<file path="src/rtl/mfcc_pkg.sv">
// Shared constants for the MFCC front end: Q formats, log-compression defaults
// and the constant function that builds the log2 mantissa table.
package mfcc_pkg;

  localparam int Q_IN          = 30;
  localparam int Q_OUT         = 16;
  localparam int LN2_Q16_DEF   = 45426;
  localparam int FLOOR_Q16_DEF = -1362780;
  localparam int LUT_W         = 17;

  // round(log2(1 + i/2^lut_bits) * 2^16) by repeated squaring, integer-only so it
  // elaborates everywhere; 24 fraction bits are generated then rounded to 16.
  function automatic logic [LUT_W-1:0] log2_lut_entry(input int i, input int lut_bits);
    logic [63:0] x;
    logic [23:0] bits;
    logic [24:0] rounded;
    if (i >= (1 << lut_bits)) return LUT_W'(1 << Q_OUT);
    x    = (64'((1 << lut_bits) + i) << Q_IN) >> lut_bits;
    bits = '0;
    for (int k = 23; k >= 0; k--) begin
      x = (x * x) >> Q_IN;
      if (x >= (64'd2 << Q_IN)) begin
        bits[k] = 1'b1;
        x       = x >> 1;
      end
    end
    rounded = 25'(bits) + 25'd128;
    return LUT_W'(rounded >> 8);
  endfunction

endpackage

</file>
<file path="src/rtl/log_compress_if.sv">
// Streaming port bundle between the mel filterbank and the log-compression stage.
interface log_compress_if;
  logic [31:0] data_in;
  logic        data_valid;
  logic [31:0] log_out;
  logic        log_valid;
  logic        frame_done;

  modport master (output data_in, data_valid, input log_out, log_valid, frame_done);
  modport slave  (input data_in, data_valid, output log_out, log_valid, frame_done);
endinterface

</file>
<file path="src/rtl/log2_lut.sv">
// Combinational log2 mantissa ROM returning the two neighbouring entries
// needed for linear interpolation.
module log2_lut
  import mfcc_pkg::*;
#(
  parameter int LUT_BITS = 6
) (
  input  logic [LUT_BITS-1:0] idx,
  output logic [LUT_W-1:0]    lut_lo,
  output logic [LUT_W-1:0]    lut_hi
);

  localparam int DEPTH = (1 << LUT_BITS) + 1;

  logic [LUT_W-1:0]  rom [DEPTH];
  logic [LUT_BITS:0] idx_lo;
  logic [LUT_BITS:0] idx_hi;

  for (genvar g = 0; g < DEPTH; g++) begin : g_rom
    assign rom[g] = log2_lut_entry(g, LUT_BITS);
  end

  assign idx_lo = {1'b0, idx};
  assign idx_hi = idx_lo + (LUT_BITS+1)'(1);
  assign lut_lo = rom[idx_lo];
  assign lut_hi = rom[idx_hi];

endmodule

</file>
<file path="src/rtl/log_compress.sv">
// Four-stage Q30 -> Q16 natural-log pipeline: classify, normalise/LUT,
// interpolate, scale by ln2; also marks the last filter of each frame.
module log_compress
  import mfcc_pkg::*;
#(
  parameter int NUM_FILTERS = 40,
  parameter int LUT_BITS    = 6,
  parameter int INTERP_BITS = 8,
  parameter int LN2_Q16     = LN2_Q16_DEF,
  parameter int FLOOR_Q16   = FLOOR_Q16_DEF
) (
  input  logic           clk,
  input  logic           rst,
  log_compress_if.slave  bus
);

  localparam int SEL_W = LUT_BITS + INTERP_BITS;
  localparam int CNT_W = (NUM_FILTERS > 1) ? $clog2(NUM_FILTERS) : 1;

  // S1: capture, classify, leading-one position
  logic [4:0]  lod_pos;
  logic        s1_valid, s1_clamp;
  logic [30:0] s1_mag;
  logic [4:0]  s1_pos;

  // NOTE: always_comb uses blocking '=' with a default first, so no latch is inferred.
  always_comb begin
    lod_pos = '0;
    for (int b = 0; b < 31; b++)
      if (bus.data_in[b]) lod_pos = 5'(b);
  end

  always_ff @(posedge clk) begin
    if (rst) s1_valid <= 1'b0;
    else     s1_valid <= bus.data_valid;
  end

  // NOTE: datapath registers carry no reset; only the valid bits qualify them.
  always_ff @(posedge clk) begin
    s1_clamp <= bus.data_in[31] || (bus.data_in == 32'd0);
    s1_mag   <= bus.data_in[30:0];
    s1_pos   <= lod_pos;
  end

  // S2: shift the leading one to bit 30, split fraction into LUT index and weight
  logic [SEL_W-1:0]       s2_sel;
  logic [LUT_W-1:0]       lut_lo, lut_hi;
  logic                   s2_valid, s2_clamp;
  logic [LUT_W-1:0]       s2_lo, s2_hi;
  logic [INTERP_BITS-1:0] s2_t;
  logic signed [5:0]      s2_exp;

  assign s2_sel = SEL_W'((30'(s1_mag << (5'(Q_IN) - s1_pos))) >> (Q_IN - SEL_W));

  log2_lut #(.LUT_BITS(LUT_BITS)) u_lut (
    .idx    (s2_sel[SEL_W-1 -: LUT_BITS]),
    .lut_lo (lut_lo),
    .lut_hi (lut_hi)
  );

  always_ff @(posedge clk) begin
    if (rst) s2_valid <= 1'b0;
    else     s2_valid <= s1_valid;
  end

  always_ff @(posedge clk) begin
    s2_clamp <= s1_clamp;
    s2_lo    <= lut_lo;
    s2_hi    <= lut_hi;
    s2_t     <= s2_sel[INTERP_BITS-1:0];
    s2_exp   <= $signed({1'b0, s1_pos}) - 6'sd30;
  end

  // S3: linear interpolation between neighbouring entries (table is monotonic)
  logic [LUT_W-1:0]   s3_frac;
  logic signed [22:0] s3_l2_d;
  logic               s3_valid, s3_clamp;
  logic signed [22:0] s3_l2;

  assign s3_frac = s2_lo + LUT_W'(((LUT_W+INTERP_BITS)'(s2_hi - s2_lo)
                                   * (LUT_W+INTERP_BITS)'(s2_t)) >> INTERP_BITS);
  assign s3_l2_d = (23'(s2_exp) <<< Q_OUT) + 23'(s3_frac);

  always_ff @(posedge clk) begin
    if (rst) s3_valid <= 1'b0;
    else     s3_valid <= s2_valid;
  end

  always_ff @(posedge clk) begin
    s3_clamp <= s2_clamp;
    s3_l2    <= s3_l2_d;
  end

  // S4: log2 -> ln with round-half-up, floor for non-positive input, frame count
  logic [31:0]      ln_round;
  logic [31:0]      log_out_q;
  logic             log_valid_q, frame_done_q;
  logic [CNT_W-1:0] frame_cnt;

  assign ln_round = 32'((41'(s3_l2) * 41'(LN2_Q16) + 41'sd32768) >>> Q_OUT);

  always_ff @(posedge clk) begin
    if (rst) begin
      log_out_q    <= '0;
      log_valid_q  <= 1'b0;
      frame_done_q <= 1'b0;
      frame_cnt    <= '0;
    end else begin
      log_valid_q  <= s3_valid;
      frame_done_q <= 1'b0;
      if (s3_valid) begin
        log_out_q <= s3_clamp ? 32'(FLOOR_Q16) : ln_round;
        if (frame_cnt == CNT_W'(NUM_FILTERS - 1)) begin
          frame_done_q <= 1'b1;
          frame_cnt    <= '0;
        end else begin
          frame_cnt <= frame_cnt + CNT_W'(1);
        end
      end
    end
  end

  assign bus.log_out    = log_out_q;
  assign bus.log_valid  = log_valid_q;
  assign bus.frame_done = frame_done_q;

endmodule

</file>
<file path="src/flat_wrapper.sv">
// flat-port wrapper written by rule: the top's interface ports become plain ports
module log_compress_flat import mfcc_pkg::*;
#(
  parameter int NUM_FILTERS = 40,
  parameter int LUT_BITS    = 6,
  parameter int INTERP_BITS = 8,
  parameter int LN2_Q16     = LN2_Q16_DEF,
  parameter int FLOOR_Q16   = FLOOR_Q16_DEF
)
  (clk, rst, bus_data_in, bus_data_valid, bus_log_out, bus_log_valid, bus_frame_done);
  log_compress_if bus_i ();
  input  logic clk;
  input  logic rst;
  input wire logic [$bits(bus_i.data_in)-1:0] bus_data_in;
  input wire logic [$bits(bus_i.data_valid)-1:0] bus_data_valid;
  output wire logic [$bits(bus_i.log_out)-1:0] bus_log_out;
  output wire logic [$bits(bus_i.log_valid)-1:0] bus_log_valid;
  output wire logic [$bits(bus_i.frame_done)-1:0] bus_frame_done;
  assign bus_i.data_in = bus_data_in;
  assign bus_i.data_valid = bus_data_valid;
  assign bus_log_out = bus_i.log_out;
  assign bus_log_valid = bus_i.log_valid;
  assign bus_frame_done = bus_i.frame_done;
  log_compress #(.NUM_FILTERS(NUM_FILTERS), .LUT_BITS(LUT_BITS), .INTERP_BITS(INTERP_BITS), .LN2_Q16(LN2_Q16), .FLOOR_Q16(FLOOR_Q16)) u_core (.clk(clk), .rst(rst), .bus(bus_i));
endmodule
</file>
<file path="config.mk">
export PLATFORM = sky130hd
export DESIGN_NAME = log_compress_flat
export DESIGN_NICKNAME = d
export VERILOG_FILES = /design/src/rtl/mfcc_pkg.sv /design/src/rtl/log_compress_if.sv /design/src/rtl/log2_lut.sv /design/src/rtl/log_compress.sv /design/src/flat_wrapper.sv
export SDC_FILE = /design/constraint.sdc
export NUM_CORES = 1
export LEC_CHECK = 0
export CORE_MARGIN = 5
export CORE_UTILIZATION = 65
export CTS_CLUSTER_DIAMETER = 30
export DETAILED_ROUTE_END_ITERATION = 6
export GPL_TIMING_DRIVEN = 0
export PLACE_DENSITY = 0.9
export SLEW_MARGIN = 20
export SYNTH_ARGS = -nofsm -noshare
export SYNTH_HDL_FRONTEND = slang
export SYNTH_SLANG_ARGS = --single-unit
</file>
<file path="constraint.sdc">
create_clock -name clk -period 11.35 [get_ports clk]
set_input_delay 1.135 -clock clk [delete_from_list [all_inputs] [get_ports clk]]
set_output_delay 1.135 -clock clk [all_outputs]
set_load 0.03 [all_outputs]
</file>
Word level (Yosys, flattened, before mapping)
Memory sizes are Yosys's and may differ from the RTL's. A register that Yosys moved wholly into a read port is not among the register bits.
Cells that the tools add are included.
- register bits: 119
- bits in latches: 0
- memory bits (writable): 0
- bits in read-only memories: 4352
- input bits: 35
- output and inout port bits: 34
- word-level logic and storage cells: 73
- memories: 2
- memory list (memory ; words ; bits a word ; rd ports ; clocked after memory_dff ; wr ports ; line ; source):
    (no name shown) ; 128 ; 17 ; 1 ; 1 ; 0 ; log2_lut.sv:26 ; assign lut_hi = rom[idx_hi];
    (no name shown) ; 128 ; 17 ; 1 ; 1 ; 0 ; log2_lut.sv:25 ; assign lut_lo = rom[idx_lo];
- $add $sub $neg: 8
- multiply operators: 2
- div/mod/pow operators: 0
- $lt $le $gt $ge: 0
- equality and inequality tests: 1
- shift operators: 1
- muxes and demuxes: 32
- bitwise gates (word level): 3
- reduce and logical (&&, ||, !) cells: 6
- operators by type and width (kind ; number):
    $mux W5 ; 14
    $add A41 B17 Y41 const B ; 1
    $mul A23 B16 Y39 const B ; 1
    $logic_not A32 Y1 ; 1
    $mux W32 ; 1
    $mux W4 ; 8
    $shl A31 B5 Y30 ; 1
    $mul A25 B8 Y25 ; 1
    $add A22 B18 Y23 ; 1
    $sub A17 B17 Y18 ; 1
    $add A17 B17 Y17 ; 1
    $reduce_or A15 Y1 ; 1
    $mux W3 ; 4
    $not A6 Y8 ; 1
    $not A7 Y8 ; 1
    $add A6 B1 Y7 const B ; 1
    $reduce_or A7 Y1 ; 1
    $add A6 B1 Y6 const B ; 1
    $eq A6 B6 Y1 const B ; 1
    $mux W6 ; 1
    $sub A5 B5 Y6 const B ; 1
    $sub A5 B5 Y5 const A ; 1
    $mux W2 ; 2
    $reduce_or A3 Y1 ; 1
    4 further kinds ; 5

Longest topological paths before layout
Gate-level depths: netlist (run 1).
- depth in word-level cells: 29
- mapped depth: 44
- mapped depth without buffers: 44

Modules after synthesis
Synthesis (run 1) repeated with hierarchy kept, for this count alone.
- cells, all modules: 2712
- area, all modules: 22465.3 sq um
- modules (own cells, without submodules) (module ; instances ; cells an instance ; area an instance (sq um) ; sequential area each (sq um)):
    log_compress ; 1 ; 2167 ; 19229.7 ; 2902.8
    log2_lut ; 1 ; 545 ; 3235.6 ; 0.0

Worst setup path before layout (run 1)
OpenSTA, ideal clock, no wires.
- kind: register -> register
- start point: register u_core.s2_hi[0]
- end point: register u_core.s3_l2[20]
- library setup time: 0.118 ns
- arrival: 8.591 ns
- data required time: 11.232 ns
- setup slack: 2.641 ns
- stages on the path, launching flop included: 44
- buffers on the path: 0
- clock period less this slack: 8.709 ns
- path through: dfxtp_1 -> inv_1 -> ha_1 -> fa_1 -> nor2b_1 -> o21ai_0 -> a21boi_0 -> o21ai_0 -> a21boi_0 -> o21ai_0 -> a21boi_0 -> o21ai_0 -> nand2_1 -> xor2_1 -> and2_1 -> fa_1 -> fa_1 -> fa_1 -> (+8 left out) -> a311oi_1 -> nor2b_1 -> nor2_1 -> xnor2_1 -> ha_1 -> nand3_1 -> nand2_1 -> a41o_1 -> o41ai_1 -> o2111ai_1 -> a21oi_1 -> xnor2_1 -> xnor2_1 -> xnor2_1 -> ha_1 -> ha_1 -> nand3_1 -> xnor2_1
- longest elaborated chain between the ends: 4
- RTL lines (element ; line ; source):
    from (decl) ; log_compress.sv:49 ; logic [LUT_W-1:0] s2_lo, s2_hi;
    $sub A17 B17 Y18 ; log_compress.sv:80 ; assign s3_frac = s2_lo + LUT_W'(((LUT_W+INTERP_BITS)'(s2_hi - s2_lo)
    $mul A25 B8 Y25 ; log_compress.sv:81 ; * (LUT_W+INTERP_BITS)'(s2_t)) >> INTERP_BITS);
    $add A17 B17 Y17 ; log_compress.sv:80 ;
    $add A22 B18 Y23 ; log_compress.sv:82 ; assign s3_l2_d = (23'(s2_exp) <<< Q_OUT) + 23'(s3_frac);
    named net u_core.s3_l2_d[20] ; log_compress.sv:76 ; logic signed [22:0] s3_l2_d;
    to (signal assigned) ; log_compress.sv:91 ; s3_l2 <= s3_l2_d;
    to (decl) ; log_compress.sv:78 ; logic signed [22:0] s3_l2;
The timed path passes the listed nets, and every way through them passes these cells.
A chain may end at the register's enable or synchronous reset.

Final worst setup path (run 1)
Same ends and word-level chain as after synthesis.

==> reports/metrics.yaml, run 1 <==
sta:
  clock.fmax_mhz: 92.97
  drv_slew: 0
  skew_ns: 0.01450
  tightestPinTransition_ns: 1.130
  fin_setup_tns_ns: 0
  setup_viol: 0
  period_minus_slack_ns: 10.76
  relSlewSlack: 0.2449
  rsz0062_at_grt: "false"
  hold_viol: 0
  timing.final.crit_share: 0.9477
yosys:
  synth.net_count: 3056
  netlist_area_mm2: 0.02163
  ys_seq_area_frac: 0.1333
  syn_inst: 2529
  ys_types: 86
  ys_seq_elements: 144
  syn_area_per_cell_um2: 8.553
  yosys_warnings: 0
  synth_edf_count: 0
  synth_ff_type: "dfxtp_1"
  async_flop_share: 0
floorplanning:
  ios: 69
  die_area_mm2: 0.03703
  coreArea_mm2: 0.03270
  initial_core_util: 0.6615
  die_h_um: 192.4
  die_w_um: 192.4
  rows: 66
detailed_routing:
  drc: 3
  drtIter0Drc: 2276
  drtAntennaViolNets: 0
  wl_mm: 65.33
  drt_pass1_iterations: 7
  post_drt_via_cell_ratio: 6.354
  wl_per_cell_um: 21.27
  vias: 19512
clock_tree:
  cts_buffer_depth: 2
  cts_hold_buf: 0
  cts_tree: "yes"
  clk_latency_ns: 0.44
  cts_buffers: 17
  cts_root_buffer: "clkbuf_16"
  htree_levels: 4
  clock_sinks: 144
  clk_pin_slew_ns: 0.08
grt:
  overflow: 0
  busiest_layer: "met2"
  grt.met3_usage: 0.06928
  grt_pass1_vias: 20123
  grt_usage: 0.3546
  met2_usage: 0.5904
  grt_pass1_wl_mm: 104.5
  grt_max_degree: 28
  use_met1: 0.4452
  antenna_found_initial: 1
final_layout:
  layout_common_cells: "inv_1, fa_1, ha_1"
  fillers: 2367
  seqCellArea_mm2: 0.002884
  drive_gt1_frac: 0.04604
  final_common_cell: "inv_1"
  layout.nets: 3142
  syn_to_final_growth_pct: 8.862
  multi_input_area_mm2: 0.01669
worst_setup_path:
  cp-end-kind: "flop"
  slowest_delay_ns: 0.55
  critical_path_arrival_ns: 11.08
  path_class: "flop to flop"
  slowest_stage: "xor2_1"
  critPathMaxFanout: 8
  required_ns: 11.67
  start_kind: "flop"
status:
  violations: "DRC"
  status: "complete, but fails checks"
min_path:
  hold_class: "flop to flop"
run:
  cap_viol_max_count: 0
placement:
  port_buffers: 67
  hpwl_mm: 51.28
  gp_congestion: 1.001
[area by class of cell]
class | count | share of cell area
Sequential cell | 144 | 0.1225
Buffer | 125 | 0.02242
Timing Repair Buffer | 67 | 0.02848
Clock buffer | 17 | 0.01807
Antenna cell | 1 | 0.0001063
Tap cell | 442 | 0.02349
Multi-Input combinational cell | 1846 | 0.7086
Inverter | 414 | 0.06599
Clock inverter | 15 | 0.01036
[worst paths after layout]
kind                                                  to  slack [ns]                       start  cells after the start
worst max-delay path            u_core.s3_l2[20]$_DFF_P_        0.59  u_core.s2_hi[0]$_SDFF_PP0_                     42
worst min-delay path             u_core.s2_clamp$_DFF_P_        0.33     u_core.s1_clamp$_DFF_P_                      0
worst max register to register  u_core.s3_l2[20]$_DFF_P_        0.59  u_core.s2_hi[0]$_SDFF_PP0_                     42
worst min register to register   u_core.s2_clamp$_DFF_P_        0.33     u_core.s1_clamp$_DFF_P_                      0
[critical path, delay by kind of cell, from the launching register on]
kind | cells | cell delay, ns
adder cells (fa/ha/maj) | 10 | 3.64
flip-flops | 1 | 0.31
AO/OA/AOI/OAI | 16 | 4.00
buffers and inverters | 3 | 0.18
XOR/XNOR | 5 | 1.46
AND/OR/NAND/NOR | 8 | 1.02
[per-stage QoR]
stage	worst slack, ns	util	instance area [um2]	hold WS [ns]	cells
final	0.5935	0.7201	23550	0.3345	3071
after global routing	0.1011	0.7200	23550	0.3505	3070
after CTS	0.5453	0.7194	23520	0.3330	3070
after detailed placement	0.6099	0.6989	22850	0.3157	3038
after global placement	0.9246	0.6989	22850	0.3135	3038
after floorplan	2.641	-	21630	0.3096	2529
[cells in the mapped netlist, types with 8 or more instances]
cell       count  area [um2]
nor3_1        39       195.2
nand2b_1      22       137.6
buf_2          8       40.04
o21a_1        10       75.07
nand4_1        8       50.05
o2111ai_1     17       148.9
a211oi_1      39       292.8
dfxtp_1      144        2883
buf_4         11       82.58
nor4_1        11       68.82
a31oi_1       28       175.2
a221oi_1      11       96.34
nor2_1       162       608.1
o21bai_1      12       90.09
ha_1         244        3053
a311oi_1       9       78.83
o211ai_1      26       195.2
o22ai_1       16       100.1
and2_1        89       556.8
buf_1          8       30.03
xnor2_1       75       656.9
mux2i_1       34       340.3
xor2_1        33       289.0
nand3_1       52       260.3
o311ai_0      10       87.58
a21oi_1      132       660.6
inv_1        411        1543
a21boi_0      11       82.58
nand2_1      186       698.2
clkbuf_1      97       364.1
and3_1        14       87.58
fa_1         248        4965
a21o_1        20       150.1
nor2b_1       37       231.5
mux4_2        28       630.6
o21ai_0      109       545.5
[repair_timing]
| item | 4_1_cts | 5_1_grt |
|---|---|---|
| buffers inserted | 0 | 0 |
| resized for setup | 0 | 3 |
| setup endpoints to repair | 0 | 6 |
[kinds of logic after synthesis]
group	after synthesis	synth area share
buffers and inverters	539	0.09625
and+or+nand+nor	659	0.1496
AOI/OAI and AO/OA	514	0.1551
DFF	144	0.1333
adders and majority gates	493	0.3711
muxes	69	0.04865
xor gates and xnor gates	111	0.04599
[metal layers]
metal  vias to the layer above  wire length [um]
li1                       8652                 -
met1                      9415             25070
met2                      1168             30930
met3                       275              5825
met4                         2              3487
met5                         -                13
[flip-flops by register name (all words and copies together) (netlist names), 5 cells and up]
name,cells
u_core.s2_lo,16
u_core.s1_pos,5
u_core.s1_mag,30
u_core.s2_hi,17
u_core.s3_l2,23
u_core.s2_t,8
u_core.bus.log_out,25
u_core.frame_cnt,6
u_core.s2_exp,6
Power of run 1 is left out: the tool's default activity adds up to more than one toggle a clock period on the data nets, which glitch-free logic cannot reach.
==> run 2: changes to the inputs <==
--- a/config.mk
+++ b/config.mk
@@ -5,13 +5,13 @@
 export SDC_FILE = /design/constraint.sdc
 export NUM_CORES = 1
 export LEC_CHECK = 0
+export CORE_ASPECT_RATIO = 1.2
 export CORE_MARGIN = 5
 export CORE_UTILIZATION = 65
 export CTS_CLUSTER_DIAMETER = 30
 export DETAILED_ROUTE_END_ITERATION = 6
 export GPL_TIMING_DRIVEN = 0
 export PLACE_DENSITY = 0.9
-export SLEW_MARGIN = 20
 export SYNTH_ARGS = -nofsm -noshare
 export SYNTH_HDL_FRONTEND = slang
 export SYNTH_SLANG_ARGS = --single-unit
==> reports/metrics.yaml, run 2 (synthesis gave the netlist of run 1 again) <==
worst_setup_path:
  reg2reg_slack_ns: 0.68
  critPathMostFrequentCell: "xnor2_1"
  slowest_stage: "xnor2_1"
  slowest_delay_ns: 0.67
  required_ns: 11.68
  critical_path_arrival_ns: 11.00
  path_class: "flop to flop"
  timing.rr.end: "u_core.s3_l2[20]$_DFF_P_"
  critPathMaxFanout: 8
  crit_end: "u_core.s3_l2[20]$_DFF_P_"
  start_kind: "flop"
  cp-end-kind: "flop"
  setup.worst_path.start: "u_core.s2_hi[0]$_SDFF_PP0_"
  reg2reg_from: "u_core.s2_hi[0]$_SDFF_PP0_"
  reg2reg_depth: 42
floorplanning:
  die_h_um: 209.8
  ios: 69
  die_w_um: 176.5
  initial_core_util: 0.6560
  die_area_mm2: 0.03704
  coreArea_mm2: 0.03297
  rows: 73
clock_tree:
  cts_root_buffer: "clkbuf_16"
  post_cts_buffers: 0
  cts_hold_buf: 0
  clk_pin_slew_ns: 0.07
  clk_latency_ns: 0.45
  clock_sinks: 144
  cts_buffers: 17
  postCtsResizedCells: 0
  cts_buffer_depth: 2
  cts_tree: "yes"
  htree_levels: 4
sta:
  drv_slew: 0
  tightestPinTransition_ns: 1.151
  relSlewSlack: 0.2316
  timing.final.crit_share: 0.9398
  clock.fmax_mhz: 93.75
  skew_ns: 0.01698
  fin_setup_tns_ns: 0
  rsz0062_at_grt: "false"
  setup_viol: 0
  hold_viol: 0
  period_minus_slack_ns: 10.67
final_layout:
  layout_common_cells: "inv_1, fa_1, ha_1"
  syn_to_final_growth_pct: 8.613
  top_register: "u_core.s1_mag"
  antenna_cells: 0
  drive_gt1_frac: 0.04452
  final_common_cell: "inv_1"
  fillers: 2445
  layout.nets: 3142
  largest_register_ff_count: 30
detailed_routing:
  wl_per_cell_um: 20.97
  post_drt_via_cell_ratio: 6.302
  drt_pass1_iterations: 7
  drtIter0Drc: 2124
  vias: 19399
  drc: 19
  drtAntennaViolNets: 0
  wl_mm: 64.56
run:
  cap_viol_max_count: 0
grt:
  overflow: 0
  grt_max_degree: 28
  antenna_found_initial: 1
  grt_usage: 0.3478
  grt_pass1_vias: 20269
  grt_pass1_wl_mm: 103.5
min_path:
  hold_class: "flop to flop"
placement:
  hpwl_mm: 52.25
  port_buffers: 67
  gp_congestion: 1.017
status:
  violations: "DRC"
  status: "complete, but fails checks"
run 2: critical path: cells and delay by family, from the launching register on:
kind	cells	cell delay [ns]
XOR/XNOR	6	1.65
AND/OR/NAND/NOR	9	1.09
adder cells (fa/ha/maj)	10	3.73
flip-flops	1	0.37
buffers and inverters	3	0.16
AO/OA/AOI/OAI	14	3.55
run 2: how the worst min path moves through the flow:
stage / start / to / slack, ns / depth (start not counted)
2_1_floorplan: u_core.s1_clamp$_DFF_P_ / u_core.s2_clamp$_DFF_P_ / 0.31 / 0
3_3_place_gp: u_core.s1_clamp$_DFF_P_ / u_core.s2_clamp$_DFF_P_ / 0.31 / 0
3_5_place_dp: u_core.s1_clamp$_DFF_P_ / u_core.s2_clamp$_DFF_P_ / 0.31 / 0
4_1_cts: u_core.s1_clamp$_DFF_P_ / u_core.s2_clamp$_DFF_P_ / 0.33 / 0
5_1_grt: u_core.s1_clamp$_DFF_P_ / u_core.s2_clamp$_DFF_P_ / 0.35 / 0
6_report: u_core.s1_clamp$_DFF_P_ / u_core.s2_clamp$_DFF_P_ / 0.33 / 0
run 2: final cells by class:
type | count | area (um2) | area share
inverter | 414 | 1554 | 0.06614
timing repair buffer | 67 | 670.6 | 0.02855
clock buffer | 18 | 439.2 | 0.01869
clock inverter | 14 | 190.2 | 0.008095
multi-input combinational | 1846 | 16670 | 0.7094
buffer | 125 | 528.0 | 0.02247
sequential | 144 | 2883 | 0.1227
tap | 450 | 563.0 | 0.02397
run 2: stage by stage:
stage          area, um2  std cells    util  worst slack, ns  hold WS, ns
2_1_floorplan      21630       2529       -            2.641       0.3096
3_3_place_gp       22860       3046  0.6934            1.003       0.3101
3_5_place_dp       22860       3046  0.6934           0.8286       0.3143
4_1_cts            23490       3078  0.7125           0.8026       0.3317
5_1_grt            23490       3078  0.7125          0.04521       0.3477
6_report           23490       3078  0.7125           0.6831       0.3315
run 2: layer usage:
metal  GRT usage  share of wire  vias to the layer above
met5           0        0.00020                        -
met4      0.1956          0.065                        2
met3     0.05242          0.079                      313
met2      0.5999           0.49                     1131
met1      0.4138           0.36                     9285
li1            -              -                     8668
Power of run 2 is left out for the same reason.
==> run 3: changes to the inputs <==
==> constraint.sdc (replaced) <==
create_clock -name clk -period 11.2 [get_ports clk]
set_input_delay 1.12 -clock clk [delete_from_list [all_inputs] [get_ports clk]]
set_output_delay 1.12 -clock clk [all_outputs]
set_load 0.03 [all_outputs]
==> reports/metrics.yaml, run 3 (synthesis gave the netlist of run 1 again) <==
worst_setup_path:
  crit_buf_inv: 3
  required_ns: 11.53
  cp-end-kind: "flop"
  critPathMaxFanout: 8
  slowest_delay_ns: 0.54
  critPathTopFamily: "adder cells"
  start_kind: "flop"
  slowest_stage: "a311oi_1"
  crit_cells: 43
  critical_path_arrival_ns: 10.74
  path_class: "flop to flop"
  reg2reg_depth: 43
floorplanning:
  die_h_um: 209.8
  ios: 69
  initial_core_util: 0.6560
  die_area_mm2: 0.03704
  coreArea_mm2: 0.03297
  die_w_um: 176.5
  rows: 73
final_layout:
  drive_gt1_frac: 0.04566
  top_register: "u_core.s1_mag"
  fin_util: 0.7131
  syn_to_final_growth_pct: 8.705
  design_area_mm2: 0.02351
  layout.nets: 3142
  layout_common_cells: "inv_1, fa_1, ha_1"
  antenna_cells: 0
  final_common_cell: "inv_1"
  fillers: 2443
  largest_register_ff_count: 30
detailed_routing:
  post_drt_via_cell_ratio: 6.338
  wl_per_cell_um: 20.95
  drc: 21
  vias: 19507
  drtAntennaViolNets: 0
  drtIter0Drc: 1887
  drt_pass1_iterations: 7
  wl_mm: 64.49
placement:
  gp_congestion: 1.017
  hpwl_mm: 52.25
  placed_cell_area_mm2: 0.02286
  port_buffers: 67
grt:
  antenna_found_initial: 1
  grt_max_degree: 28
  grt_pass1_vias: 20269
  overflow: 0
  grt_usage: 0.3478
  grt_pass1_wl_mm: 103.5
clock_tree:
  clk_pin_slew_ns: 0.07
  cts_buffer_depth: 2
  htree_levels: 4
  clock_sinks: 144
  cts_buffers: 17
  cts_root_buffer: "clkbuf_16"
  clk_latency_ns: 0.44
  cts_tree: "yes"
sta:
  drv_slew: 0
  rsz0062_at_grt: "false"
  hold_viol: 0
  tightestPinTransition_ns: 1.158
  period_minus_slack_ns: 10.41
  setup_viol: 0
  fin_setup_tns_ns: 0
  skew_ns: 0.01494
  clock.fmax_mhz: 96.04
  relSlewSlack: 0.2262
  whs_ns: 0.3311
  timing.final.crit_share: 0.9297
run:
  cap_viol_max_count: 0
status:
  status: "complete, but fails checks"
  violations: "DRC"
min_path:
  holdPathStages: 0
  hold_class: "flop to flop"
## run 3: cell type report
type / count / area (um2) / share of cell area
Clock inverter: 14 / 190.2 / 0.008088
Timing Repair Buffer: 67 / 670.6 / 0.02852
Buffer: 125 / 528.0 / 0.02246
Tap cell: 450 / 563.0 / 0.02395
Sequential cell: 144 / 2883 / 0.1226
Clock buffer: 18 / 439.2 / 0.01868
Inverter: 414 / 1554 / 0.06609
Multi-Input combinational cell: 1846 / 16690 / 0.7096
## run 3: metal layers
layer,share of wire,global-route usage,up-vias
met5,0.00020,0,-
met4,0.065,0.1956,2
met3,0.079,0.05242,304
met2,0.49,0.5999,1160
met1,0.36,0.4138,9350
li1,-,-,8691
## run 3: through the flow
stage                     cells  setup WS, ns
after CTS                  3078        0.6526
after detailed placement   3046        0.6786
after global routing       3078        0.1190
after floorplan            2529         2.491
after global placement     3046        0.8525
final                      3078        0.7876
## run 3: what timing repair did
item | CTS | global route
hold endpoints to repair | 0 | 0
endpoints found under the setup margin | 0 | 1
buffers inserted | 0 | 0
hold buffers | 0 | 0
resized for setup | 0 | 3
## run 3: worst paths after layout
kind	from	endpoint	slack, ns
hold reg to reg	u_core.s1_clamp$_DFF_P_	u_core.s2_clamp$_DFF_P_	0.33
hold / removal	u_core.s1_clamp$_DFF_P_	u_core.s2_clamp$_DFF_P_	0.33
setup reg to reg	u_core.s2_hi[0]$_SDFF_PP0_	u_core.s3_l2[20]$_DFF_P_	0.79
setup / recovery	u_core.s2_hi[0]$_SDFF_PP0_	u_core.s3_l2[20]$_DFF_P_	0.79
## run 3: worst reg2reg max path: cells and delay by family (launching register included)
family	cells	cell delay, ns
adder cells (fa/ha/maj)	10	3.71
AO/OA/AOI/OAI	15	3.59
XOR/XNOR	6	1.39
AND/OR/NAND/NOR	9	1.10
flip-flops	1	0.37
buffers and inverters	3	0.16
Power of run 3 is left out for the same reason.
